### src/rtl/lse_clut_share_pkg.sv
// Shared types and helpers for the time-shared log-sum-exp correction unit.
package lse_clut_share_pkg;

  localparam int LSE_FRAC_BITS = 10;
  localparam int LSE_IDX_FRAC  = 2;
  localparam int LSE_CORR_W    = LSE_FRAC_BITS + 1;
  // Operands travel the pipeline sign-extended to this width so the
  // entry type is independent of the instance WIDTH (WIDTH <= LSE_OPW).
  localparam int LSE_OPW       = 32;
  localparam int LSE_CHW       = 8;

  typedef logic [LSE_CORR_W-1:0] corr_t;

  typedef struct packed {
    logic                      valid;
    logic [LSE_CHW-1:0]        ch;
    logic signed [LSE_OPW-1:0] a;
    logic signed [LSE_OPW-1:0] b;
  } pipe_entry_t;

  // x + y clamped to 2^(w-1)-1. y is a non-negative correction and x is
  // a w-bit value, so the sum can only leave the range upwards.
  function automatic logic signed [LSE_OPW:0] sat_add(
    input logic signed [LSE_OPW:0] x,
    input logic signed [LSE_OPW:0] y,
    input int unsigned             w
  );
    logic signed [LSE_OPW+1:0] sum;
    logic signed [LSE_OPW+1:0] lim;
    sum = {x[LSE_OPW], x} + {y[LSE_OPW], y};
    lim = '0;
    lim[w-1] = 1'b1;
    lim = lim - {{(LSE_OPW+1){1'b0}}, 1'b1};
    if (sum > lim) return lim[LSE_OPW:0];
    return sum[LSE_OPW:0];
  endfunction

endpackage

### src/rtl/lse_clut_share_unit_arb.sv
// Single-grant arbiter: round-robin from a rotating pointer, or fixed
// priority (lowest index) with the pointer frozen.
module lse_rr_arbiter #(
  parameter int NUM_CH = 4
) (
  input  logic              clk,
  input  logic              rst_n,
  input  logic              enable,
  input  logic              clear,
  input  logic              prio_mode,
  input  logic [NUM_CH-1:0] elig,
  output logic [NUM_CH-1:0] gnt
);

  localparam int PW = $clog2(NUM_CH);

  logic [PW-1:0] ptr_q, ptr_d;

  // Pick one eligible channel and advance the pointer past it in RR mode.
  always_comb begin
    logic found;
    int   j;
    gnt   = '0;
    ptr_d = ptr_q;
    found = 1'b0;
    j     = 0;
    if (enable && !clear) begin
      for (int k = 0; k < NUM_CH; k++) begin
        if (prio_mode) begin
          j = k;
        end else begin
          j = int'(ptr_q) + k;
          if (j >= NUM_CH) j = j - NUM_CH;
        end
        if (!found && elig[j]) begin
          found  = 1'b1;
          gnt[j] = 1'b1;
          if (!prio_mode) ptr_d = (j == NUM_CH - 1) ? '0 : PW'(j + 1);
        end
      end
    end
    if (clear) ptr_d = '0;
  end

  // Pointer register.
  always_ff @(posedge clk or negedge rst_n) begin
    if (!rst_n) ptr_q <= '0;
    else        ptr_q <= ptr_d;
  end

endmodule

### src/rtl/lse_clut_share_unit.sv
// Shared LSE adder: result = max(a,b) + CLUT(|a-b|), one grant per cycle,
// fixed PIPE_STAGES latency, programmable correction table.
module lse_clut_share_unit
  import lse_clut_share_pkg::*;
#(
  parameter int NUM_CH      = 4,
  parameter int WIDTH       = 24,
  parameter int FRAC_BITS   = LSE_FRAC_BITS,
  parameter int CLUT_DEPTH  = 16,
  parameter int IDX_FRAC    = LSE_IDX_FRAC,
  parameter int CORR_W      = FRAC_BITS + 1,
  parameter int PIPE_STAGES = 2
) (
  input  logic                          clk,
  input  logic                          rst_n,
  input  logic                          enable,
  input  logic                          clear,
  input  logic                          prio_mode,
  input  logic [NUM_CH-1:0]             req_valid,
  output logic [NUM_CH-1:0]             req_ready,
  input  logic [NUM_CH*WIDTH-1:0]       req_a,
  input  logic [NUM_CH*WIDTH-1:0]       req_b,
  output logic [NUM_CH-1:0]             rsp_valid,
  output logic [NUM_CH*WIDTH-1:0]       rsp_result,
  input  logic                          cfg_we,
  input  logic [$clog2(CLUT_DEPTH)-1:0] cfg_addr,
  input  logic [CORR_W-1:0]             cfg_data,
  output logic [31:0]                   op_count,
  output logic [$clog2(NUM_CH+1)-1:0]   inflight,
  output logic                          busy
);

  localparam int AW = $clog2(CLUT_DEPTH);
  localparam int IW = $clog2(NUM_CH + 1);
  localparam int XW = LSE_OPW + 1;
  localparam int SH = FRAC_BITS - IDX_FRAC;

  logic [NUM_CH-1:0]     pend_q, pend_d, elig, gnt;
  logic [CORR_W-1:0]     clut_q [CLUT_DEPTH];
  logic [CORR_W-1:0]     clut_d [CLUT_DEPTH];
  pipe_entry_t           ent_p0_q, ent_p0_d;
  logic [31:0]           op_count_q, op_count_d;
  logic [IW-1:0]         inflight_q, inflight_d;
  logic                  hs, rsp_any, out_vld;
  logic [LSE_CHW-1:0]    out_ch;
  logic [WIDTH-1:0]      out_res, res_p0;
  logic signed [XW-1:0]  a_x, b_x, diff_x, mx_x, corr_x;
  logic [XW-1:0]         dist_x, idx_x;
  logic [CORR_W-1:0]     corr;

  // A channel that is answering this cycle may already be granted again.
  assign elig = req_valid & (~pend_q | rsp_valid);

  lse_rr_arbiter #(.NUM_CH(NUM_CH)) u_arb (
    .clk       (clk),
    .rst_n     (rst_n),
    .enable    (enable),
    .clear     (clear),
    .prio_mode (prio_mode),
    .elig      (elig),
    .gnt       (gnt)
  );

  assign req_ready = gnt;
  assign hs        = |gnt;
  assign rsp_any   = |rsp_valid;
  assign op_count  = op_count_q;
  assign inflight  = inflight_q;
  assign busy      = (inflight_q != '0);

  // Table write port; reads below see the registered contents.
  always_comb begin
    clut_d = clut_q;
    if (cfg_we) clut_d[cfg_addr] = cfg_data;
  end

  // Capture the granted request into stage p0.
  always_comb begin
    ent_p0_d       = ent_p0_q;
    ent_p0_d.valid = 1'b0;
    for (int i = 0; i < NUM_CH; i++) begin
      if (gnt[i]) begin
        ent_p0_d.valid = 1'b1;
        ent_p0_d.ch    = LSE_CHW'(i);
        ent_p0_d.a     = LSE_OPW'($signed(req_a[i*WIDTH +: WIDTH]));
        ent_p0_d.b     = LSE_OPW'($signed(req_b[i*WIDTH +: WIDTH]));
      end
    end
    if (clear) ent_p0_d.valid = 1'b0;
  end

  // Stage p0 -> p1: table lookup happens after the acceptance edge, so a
  // write on that same edge is seen and any later write is not.
  always_comb begin
    a_x    = XW'(ent_p0_q.a);
    b_x    = XW'(ent_p0_q.b);
    diff_x = a_x - b_x;
    dist_x = diff_x[XW-1] ? $unsigned(-diff_x) : $unsigned(diff_x);
    mx_x   = diff_x[XW-1] ? b_x : a_x;
    idx_x  = dist_x >> SH;
    corr   = (idx_x < XW'(CLUT_DEPTH)) ? clut_q[idx_x[AW-1:0]] : '0;
    corr_x = $signed({{(XW-CORR_W){1'b0}}, corr});
    res_p0 = WIDTH'(sat_add(mx_x, corr_x, WIDTH));
  end

  generate
    if (PIPE_STAGES == 1) begin : g_direct
      assign out_vld = ent_p0_q.valid;
      assign out_ch  = ent_p0_q.ch;
      assign out_res = res_p0;
    end else begin : g_tail
      localparam int TS = PIPE_STAGES - 1;
      logic [TS-1:0]      vld_q, vld_d;
      logic [LSE_CHW-1:0] ch_q  [TS];
      logic [LSE_CHW-1:0] ch_d  [TS];
      logic [WIDTH-1:0]   res_q [TS];
      logic [WIDTH-1:0]   res_d [TS];

      // Delay line carrying finished results to the response stage.
      always_comb begin
        vld_d[0] = ent_p0_q.valid;
        ch_d[0]  = ent_p0_q.ch;
        res_d[0] = res_p0;
        for (int s = 1; s < TS; s++) begin
          vld_d[s] = vld_q[s-1];
          ch_d[s]  = ch_q[s-1];
          res_d[s] = res_q[s-1];
        end
        if (clear) vld_d = '0;
      end

      // Delay-line registers.
      always_ff @(posedge clk or negedge rst_n) begin
        if (!rst_n) begin
          vld_q <= '0;
          for (int s = 0; s < TS; s++) begin
            ch_q[s]  <= '0;
            res_q[s] <= '0;
          end
        end else begin
          vld_q <= vld_d;
          ch_q  <= ch_d;
          res_q <= res_d;
        end
      end

      assign out_vld = vld_q[TS-1];
      assign out_ch  = ch_q[TS-1];
      assign out_res = res_q[TS-1];
    end
  endgenerate

  // Route the final stage to its channel; clear suppresses the pulse.
  always_comb begin
    logic hit;
    rsp_valid  = '0;
    rsp_result = '0;
    hit        = 1'b0;
    for (int i = 0; i < NUM_CH; i++) begin
      hit          = out_vld && !clear && (out_ch == LSE_CHW'(i));
      rsp_valid[i] = hit;
      if (hit) rsp_result[i*WIDTH +: WIDTH] = out_res;
    end
  end

  // Per-channel in-flight tracking and counters.
  always_comb begin
    pend_d     = (pend_q & ~rsp_valid) | gnt;
    op_count_d = hs ? op_count_q + 32'd1 : op_count_q;
    inflight_d = inflight_q;
    if (hs && !rsp_any)      inflight_d = inflight_q + IW'(1);
    else if (!hs && rsp_any) inflight_d = inflight_q - IW'(1);
    if (clear) begin
      pend_d     = '0;
      op_count_d = '0;
      inflight_d = '0;
    end
  end

  // State registers: control, stage p0 entry and correction table.
  always_ff @(posedge clk or negedge rst_n) begin
    if (!rst_n) begin
      pend_q     <= '0;
      op_count_q <= '0;
      inflight_q <= '0;
      ent_p0_q   <= '0;
      for (int k = 0; k < CLUT_DEPTH; k++) clut_q[k] <= '0;
    end else begin
      pend_q     <= pend_d;
      op_count_q <= op_count_d;
      inflight_q <= inflight_d;
      ent_p0_q   <= ent_p0_d;
      clut_q     <= clut_d;
    end
  end

endmodule

### config.mk
export PLATFORM = sky130hd
export DESIGN_NAME = lse_clut_share_unit
export DESIGN_NICKNAME = d
export VERILOG_FILES = /design/src/rtl/lse_clut_share_pkg.sv /design/src/rtl/lse_clut_share_unit_arb.sv /design/src/rtl/lse_clut_share_unit.sv
export SDC_FILE = /design/constraint.sdc
export NUM_CORES = 1
export LEC_CHECK = 0
export BUFFER_PORTS_ARGS = -buffer_cell sky130_fd_sc_hd__buf_2
export CAP_MARGIN = 20
export CORE_UTILIZATION = 55
export CTS_CLUSTER_SIZE = 24
export DETAILED_ROUTE_END_ITERATION = 10
export HOLD_SLACK_MARGIN = 0.02
export PLACE_DENSITY = 0.8
export SLEW_MARGIN = 5
export SYNTH_ARGS = -nofsm -noshare
export SYNTH_HDL_FRONTEND = slang
export SYNTH_SLANG_ARGS = --single-unit
### constraint.sdc
create_clock -name clk -period 11.7 [get_ports clk]
set_clock_uncertainty 0.1 [all_clocks]
set_input_delay 0.585 -clock clk [delete_from_list [all_inputs] [get_ports clk]]
set_output_delay 0.585 -clock clk [all_outputs]
set_load 0.02 [all_outputs]
==> results.md, run 1 <==
* Run status: complete, but fails checks
* Violations in the final reports: hold timing
* Sum of negative setup slack at 0 ns
* Post-detailed-route count of antenna-violating nets at 0
* Share of final-layout standard cells stronger than drive strength 1 at 0.353
* Final Hold Fails at 1
* Data required time at the worst endpoint at 11.97 ns
* Pin count of the biggest net entering global routing at 128
* Die height at around 180 um
* Mean Syn Cell Area at 10.6 um^2
* All-layer global routing usage at 0.312
* TritonCTS clock tree: built
* Worst hold-check slack at -0.00488 ns
* Most common cell after layout, fill and taps aside: sky130_fd_sc_hd__buf_2
* Largest driver fanout on the critical path at 24
* Arrival time at the worst endpoint at around 8.4 ns
* Clock Latency Late Sink at 0.53 ns
* Switching Fraction at 0.445
* Number of buffers inserted by hold repair at cts at 0
* Proportion of power drawn by combinational gates at 0.635
* Number of violations reported at the end of detailed-routing iteration 0 at 1112
* Count of TritonRoute iterations in the first routing pass at 6
* Number of instances resized during post-cts repair at 0
* Ys flop type: sky130_fd_sc_hd__dfrtp_1
* Rows at 65
* Critical path launch point type: flip-flop
* Class of the tightest hold or removal check: in -> async
* Warnings from Yosys at 0
* Pwr/cell area at 351 nW/um^2
* Maximum level of the CTS H-tree at 2
* Transition at the pin with the smallest max-transition slack at 1.07 ns
* Pins Over Slew Limit at 0
* Port Buffer Count at 356
* Number of flops mapped to enable cells by yosys at 0
* # DRC at 0
* P_int at 4.09 mW
* Library cell appearing most often on the critical path: sky130_fd_sc_hd__o21a_1
* Wire length of the first global-routing pass at a little over 80000 um
* Share of the clock period used by the worst path after layout at 0.694
* Number of distinct library cells after synthesis at 80
* Final period demand of the worst path at between 8 and 9 ns
* Core Area at 31600 um^2
* Switching power summed over all nets at 3.28 mW
* Total number of vias at roughly 15000
* Synthesis-to-layout area growth at 18.8%
* Inserted Clock Buffers at 34
* CTS Root Buffer Type: sky130_fd_sc_hd__clkbuf_16
* Crit end category: flip-flop
* Finish-stage setup viols at 0
* Number of sinks on the clock net at between 200 and 300
* Net count, final at about 2200
* Via count of the first global-routing pass at ~15000
* Count of pins on the block boundary at 357
* Overflow left after global routing at 0
* Initial antenna violation count at 3
* Setup repair bufs after CTS at 0
* Library cell occupying the most area in the post-synthesis netlist: sky130_fd_sc_hd__dfrtp_1
* Worst slew margin at 0.285
* Flop and latch count out of synthesis at just under 300
* Clock network fraction of design power at 0.150
* Fmax at 123 MHz
* Worst IR drop on VDD at 0.631 mV
* Bufs on Longest Clock Path at 3
* Total wirelength of the detailed-routed design at 51600 um
* Number of nets produced by synthesis at between 1500 and 2000
* Detailed Place HPWL at roughly 36000 um
* Clock slew at reported path FFs at 0.06 ns
* Width of the die at 181 um
* Post-synthesis sequential area ratio at 0.418
* Slowest stage cell on the critical path: sky130_fd_sc_hd__nor2_1
* Synthesized instance count at 1664
* GPL Wtd Cong at 0.905
* Power share of the sequential group at 0.215
* Leading cell types in the layout, fill and taps excluded: sky130_fd_sc_hd__buf_2, sky130_fd_sc_hd__dfrtp_1, sky130_fd_sc_hd__mux2_2, sky130_fd_sc_hd__nor2_1, sky130_fd_sc_hd__and2_1
* Effective utilization at floorplan at 0.560
* Syn Std Cell Area at 17700 um^2
* Main area contributors after synthesis: sky130_fd_sc_hd__dfrtp_1, sky130_fd_sc_hd__mux2_2, sky130_fd_sc_hd__mux4_2
* Unrepaired setup endpoints after global routing: false
* Async SR Flop Fraction at 1.00
* Critical path start-end classification: reg -> reg
* Via density at 6.15
* Number of maximum-capacitance constraint violations at 0
* Yosys top cell area share at 0.418
* Leakage at 9.74 nW
* Start point of the critical path: a_x[0]$_DFFE_PN0P_
* Wirelength per Cell at 21.5 um
* Die footprint at between 30000 and 40000 um^2
* Critical Path Max Stage Delay at about 0.78 ns
* Startpoint of the worst-slack reg-to-reg timing path: a_x[0]$_DFFE_PN0P_
* Cells along the critical path: inv_1, ha_1, fa_1, nand2b_1, a211oi_1, o21ai_1, a2111o_1, or4_1, o31ai_1, xor2_1, nor2_1, a22oi_1, a211oi_1, ha_1, a21o_1, a21oi_1, o21a_1, o31ai_1, o21a_1, o21a_1, o21ai_1, a211o_1, and3_1, a31oi_1
[metal layers]
| layer | vias up | track usage | wire [um] |
|---|---|---|---|
| met5 | - | 0 | 14 |
| met4 | 2 | 0.130 | 2170 |
| met3 | 139 | 0.0528 | 3170 |
| met2 | 581 | 0.523 | 25400 |
| met1 | 7318 | 0.400 | 20800 |
| li1 | 6729 | - | - |
[cell usage after synthesis, types with 10 or more instances]
| library cell | instances |
|---|---|
| sky130_fd_sc_hd__dfrtp_1 | 295 |
| sky130_fd_sc_hd__mux2_2 | 188 |
| sky130_fd_sc_hd__nor2_1 | 134 |
| sky130_fd_sc_hd__and2_1 | 107 |
| sky130_fd_sc_hd__nand2_1 | 88 |
| sky130_fd_sc_hd__clkbuf_1 | 76 |
| sky130_fd_sc_hd__o21ai_0 | 73 |
| sky130_fd_sc_hd__a22oi_1 | 71 |
| sky130_fd_sc_hd__a221oi_1 | 50 |
| sky130_fd_sc_hd__ha_1 | 50 |
| sky130_fd_sc_hd__mux4_2 | 49 |
| sky130_fd_sc_hd__inv_1 | 47 |
| sky130_fd_sc_hd__a21oi_1 | 43 |
| sky130_fd_sc_hd__xnor2_1 | 38 |
| sky130_fd_sc_hd__xor2_1 | 36 |
| sky130_fd_sc_hd__nand3_1 | 29 |
| sky130_fd_sc_hd__nor3_1 | 26 |
| sky130_fd_sc_hd__nand2b_1 | 17 |
| sky130_fd_sc_hd__a211oi_1 | 15 |
| sky130_fd_sc_hd__buf_2 | 15 |
| sky130_fd_sc_hd__o21a_1 | 15 |
| sky130_fd_sc_hd__and3_1 | 13 |
| sky130_fd_sc_hd__buf_1 | 12 |
| sky130_fd_sc_hd__nand4_1 | 12 |
| sky130_fd_sc_hd__o211ai_1 | 12 |
| sky130_fd_sc_hd__or3_1 | 11 |
| sky130_fd_sc_hd__nor2b_1 | 10 |
[sequential cells by signal (all words and copies together) (netlist names)]
name,flops
g_tail.ch_d,2
g_tail.ch_q,2
a_x,24
inflight,3
u_arb.ptr_q,2
op_count,32
b_x,24
g_tail.vld_q,1
clut_q,176
pend_q,4
g_tail.res_q,24
ent_p0_q,1
[metrics by stage]
step	setup slack [ns]	power [mW]	util	area (um^2)	cells
floorplan	4.81	5.04	-	17700	1664
global placement	3.98	6.05	0.625	19700	2333
detailed placement	3.77	6.19	0.626	19800	2335
CTS	3.68	7.35	0.663	20900	2395
global route	2.99	7.83	0.666	21000	2400
finish	3.58	7.37	0.666	21000	2401
[final timing paths]
check | slack [ns] | end | cells after the start
min in group clk | 0.18 | b_x[22]$_DFFE_PN0P_ | 3
hold reg to reg | 0.28 | g_tail.ch_q[0]$_DFF_PN0_ | 0
setup / recovery | 3.58 | g_tail.res_q[16]$_DFF_PN0_ | 24
max in group asynchronous | 10.16 | op_count[2]$_DFFE_PN0P_ | 3
hold / removal | -0.005 | b_x[2]$_DFFE_PN0P_ | 1
setup reg to reg | 3.58 | g_tail.res_q[16]$_DFF_PN0_ | 24
[area by class of cell]
class	count	area (um^2)
diodes	3	7.51
clock buffers	46	966
clock inverters	14	203
fillers	2427	10500
inverters	51	191
multi-input cells	1209	9720
flip-flops and latches	295	7380
well taps	402	503
repair buffers	381	2040
[worst max-delay path, delay by kind of cell (launching register included)]
kind	cells	cell delay [ns]
compound gates	15	4.55
fa+ha+maj	3	0.95
simple gates	4	1.79
xor+xnor	1	0.14
buf+inv	1	0.05
flops	1	0.35
[cells by family (layout without fill, tap and decap cells)]
logic type	Yosys count	after routing	share of synthesized area
AND/OR/NAND/NOR	491	491	0.146
adder cells (fa/ha/maj)	53	53	0.0388
buffers and inverters	160	492	0.0366
multiplexers	245	245	0.187
XOR/XNOR	74	74	0.0367
flip-flops	295	295	0.418
other	0	3	0
AO/OA/AOI/OAI	346	346	0.138
[power by group through the flow]
stage                     clock network, mW  logic [mW]  registers (mW)
after detailed placement                  0        4.60            1.59
after global routing                   1.16        5.06            1.62
final                                  1.11        4.68            1.58
after global placement                    0        4.48            1.57
after CTS                              1.12        4.65            1.58
after floorplan                           0        3.57            1.47
Power figures use the tool's default switching activity.
==> run 2: changes to the inputs <==
Settings changed: CORE_UTILIZATION 55 to 51, PLACE_DENSITY 0.8 to 0.78.
Clock period 11.7 ns to 6.5 ns, I/O delays scaled along.
==> results.md, run 2 (synthesis results as in run 1) <==
* Worst-case setup margin in the final layout at -0.0800 ns (-3.66 ns)
* Leakage at 10.5 nW (+7.8%)
* Count of cells along the worst hold path at 3
* Hold path start: req_a[82]
* Number of flip-flops in the largest register at 176 (unchanged)
* Count of cells along the worst register-to-register path at 24 (unchanged)
* Effective utilization at floorplan at 0.523 (-0.0370)
* GPL Wtd Cong at 0.941 (+4.1%)
* Via count of the first global-routing pass at 15556 (+6.5%)
* Largest driver fanout on the critical path at 8 (-67%)
* Overflow left after global routing at 0 (unchanged)
* Number of violations reported at the end of detailed-routing iteration 0 at 1219 (+9.6%)
* Count of pins on the block boundary at 357 (unchanged)
* Width of the die at 188 um (+3.8%)
* Maximum level of the CTS H-tree at 2 (unchanged)
* Critical Path Max Stage Delay at 0.60 ns (-0.18 ns)
* Number of sinks on the clock net at 295 (unchanged)
* All-layer global routing usage at 0.305 (-0.00614)
* Fmax at 152 MHz (+23%)
* Share of final-layout standard cells stronger than drive strength 1 at 0.378 (+0.0251)
* Crit end category: flip-flop
* N_diodes at 0 (-3)
* Total number of vias at 15863 (+7.4%)
* Violations in the final reports: setup timing
* Pin count of the biggest net entering global routing at 139 (+8.6%)
* CP Buf/Inv Count at 1 (unchanged)
* Sum of negative setup slack at -0.0873 ns (-0.0873 ns)
* Final Hold Fails at 0 (-1)
* Inserted Clock Buffers at 34 (unchanged)
* Largest register by flop count: clut_q
* Clock slew at reported path FFs at 0.06 ns (about the same)
* Final period demand of the worst path at 6.58 ns (-1.54 ns)
* Post-route insts no fill at 2592 (+8.0%)
* Worst slew margin at 0.326 (+0.0411)
* Worst IR drop on VDD at 0.786 mV (+24%)
* Net count, final at 2389 (+6.6%)
* Count of TritonRoute iterations in the first routing pass at 5 (-1)
* Number of maximum-capacitance constraint violations at 0 (unchanged)
* Pins Over Slew Limit at 0 (unchanged)
* Cell family contributing the most delay on the critical path: compound AO/OA/AOI/OAI gates
* Utilization of the core after routing at 0.673 (+0.00701)
* Overall power consumption at 15.9 mW (+120%)
* Startpoint of the worst-slack reg-to-reg timing path: b_x[0]$_DFFE_PN0P_
* Die footprint at 35400 um^2 (+7.8%)
* Die height at 188 um (+3.8%)
* Unrepaired setup endpoints after global routing: true
* Post-detailed-route count of antenna-violating nets at 0 (unchanged)
* Most common cell after layout, fill and taps aside: sky130_fd_sc_hd__buf_2
* Synthesis-to-layout area growth at 28.6%
* Pwr/cell area at 698 nW/um^2 (+99%)
* Worst hold-check slack at 0.0186 ns (+0.0235 ns)
* Finish-stage setup viols at 2 (+2)
* TritonCTS clock tree: built
* Rows at 67 (+3.1%)
* Post-Place Cells at 2427 (+3.9%)
* CTS Root Buffer Type: sky130_fd_sc_hd__clkbuf_16
* Reg-to-Reg End: g_tail.res_q[16]$_DFF_PN0_
* Hold Crit Endpoint: a_x[10]$_DFFE_PN0P_
* Leading cell types in the layout, fill and taps excluded: sky130_fd_sc_hd__buf_2, sky130_fd_sc_hd__dfrtp_1, sky130_fd_sc_hd__mux2_2, sky130_fd_sc_hd__nor2_1, sky130_fd_sc_hd__and2_1
* Bufs on Longest Clock Path at 3 (unchanged)
* Share of the clock period used by the worst path after layout at 1.01 (+0.319)
* Library cell appearing most often on the critical path: sky130_fd_sc_hd__fa_2
* Clock Latency Late Sink at 0.54 ns (about the same)
* Via density at 6.12 (-0.51%)
* Reg-to-reg setup timing slack at -0.08 ns (-3.66 ns)
* Critical path start-end classification: reg -> reg
* Core Area at 33800 um^2 (+7.1%)
* Total wirelength of the detailed-routed design at 56400 um (+9.3%)
* Slowest stage cell on the critical path: sky130_fd_sc_hd__or4_4
* Wire length of the first global-routing pass at 85500 um (+6.4%)
* Initial antenna violation count at 1 (-2)
* Cells along the critical path: ha_4, fa_2, nand2b_4, a211oi_4, o21ai_2, a2111o_1, or4_4, o21ai_4, xnor2_4, buf_4, mux4_2, a22oi_2, a211oi_2, fa_2, a21o_1, a21oi_2, nor2b_1, o21a_1, o221a_2, a211o_1, and2_4, a211o_4, and3_4, a31oi_2
* Port Buffer Count at 356 (unchanged)
* Data required time at the worst endpoint at 6.83 ns (-5.14 ns)
* # DRC at 0 (unchanged)
* Wirelength per Cell at 21.7 um (+1.2%)
* Critical path launch point type: flip-flop
* Detailed Place HPWL at 38800 um (+6.6%)
* Class of the tightest hold or removal check: in -> reg
* Run status: complete, but fails checks
* Transition at the pin with the smallest max-transition slack at 1.01 ns (-0.0617 ns)
* Arrival time at the worst endpoint at 6.91 ns (-1.48 ns)
-- run 2: cell types whose count changed in the layout (fill, tap and decap cells not counted), sizes merged --
cell	delta
dlygate4sd3	+85
bufinv	+2
xnor2	+1
clkinv	+2
buf	+61
diode	-3
inv	-3
-- run 2: per-layer routing --
| metal | part of all wire | vias up | track usage |
|---|---|---|---|
| met4 | 0.039 | 2 | 0.101 |
| met5 | 0.00023 | - | 0 |
| li1 | - | 7017 | - |
| met2 | 0.49 | 754 | 0.521 |
| met1 | 0.40 | 7919 | 0.393 |
| met3 | 0.070 | 171 | 0.0538 |
-- run 2: what timing repair did --
item / 4_1_cts / 5_1_grt
endpoints found under the setup margin: 21 / 24
pin swaps: 4 / 22
hold endpoints to repair: 185 / 0
hold buffers: 85 / 0
cloned: 1 / 0
resized for setup: 6 / 45
buffers inserted: 4 / 14
-- run 2: worst max-delay path by stage --
| stage | slack (ns) | startpoint | depth (start not counted) | end |
|---|---|---|---|---|
| 4_1_cts | 0.02 | a_x[0]$_DFFE_PN0P_ | 25 | g_tail.res_q[16]$_DFF_PN0_ |
| 2_1_floorplan | 0.003 | a_x[0]$_DFFE_PN0P_ | 27 | g_tail.res_q[16]$_DFF_PN0_ |
| 3_5_place_dp | -0.13 | a_x[0]$_DFFE_PN0P_ | 25 | g_tail.res_q[16]$_DFF_PN0_ |
| 5_1_grt | -0.25 | b_x[0]$_DFFE_PN0P_ | 24 | g_tail.res_q[16]$_DFF_PN0_ |
| 6_report | -0.08 | b_x[0]$_DFFE_PN0P_ | 24 | g_tail.res_q[16]$_DFF_PN0_ |
| 3_3_place_gp | 0.08 | a_x[0]$_DFFE_PN0P_ | 25 | g_tail.res_q[16]$_DFF_PN0_ |
-- run 2: worst register-to-register path: cells and delay by family (launching register included) --
kind	cells	cell delay (ns)
fa+ha+maj	3	0.93
flops	1	0.42
xor+xnor	1	0.20
simple gates	5	1.19
mux	1	0.33
compound gates	13	3.12
buf+inv	1	0.19
-- run 2: stage by stage --
stage	worst slack (ns)	cell area, um^2
3_3_place_gp	0.0805	20200
3_5_place_dp	-0.128	20200
5_1_grt	-0.251	22700
2_1_floorplan	0.00292	17800
4_1_cts	0.0182	22400
6_report	-0.0800	22700
-- run 2: cell type report --
| class | count | area, um^2 |
|---|---|---|
| inverters | 51 | 191 |
| clock inverters | 15 | 250 |
| clock buffers | 46 | 986 |
| repair buffers | 527 | 3380 |
| fillers | 2478 | 11100 |
| well taps | 448 | 561 |
| multi-input cells | 1210 | 9980 |
| flip-flops and latches | 295 | 7380 |
-- run 2: power by group --
part	switching (mW)	total (mW)	internal, mW
registers	0.531	2.89	2.36
logic	5.52	10.9	5.39
clock network	0.792	2.07	1.28
total	6.85	15.9	9.02
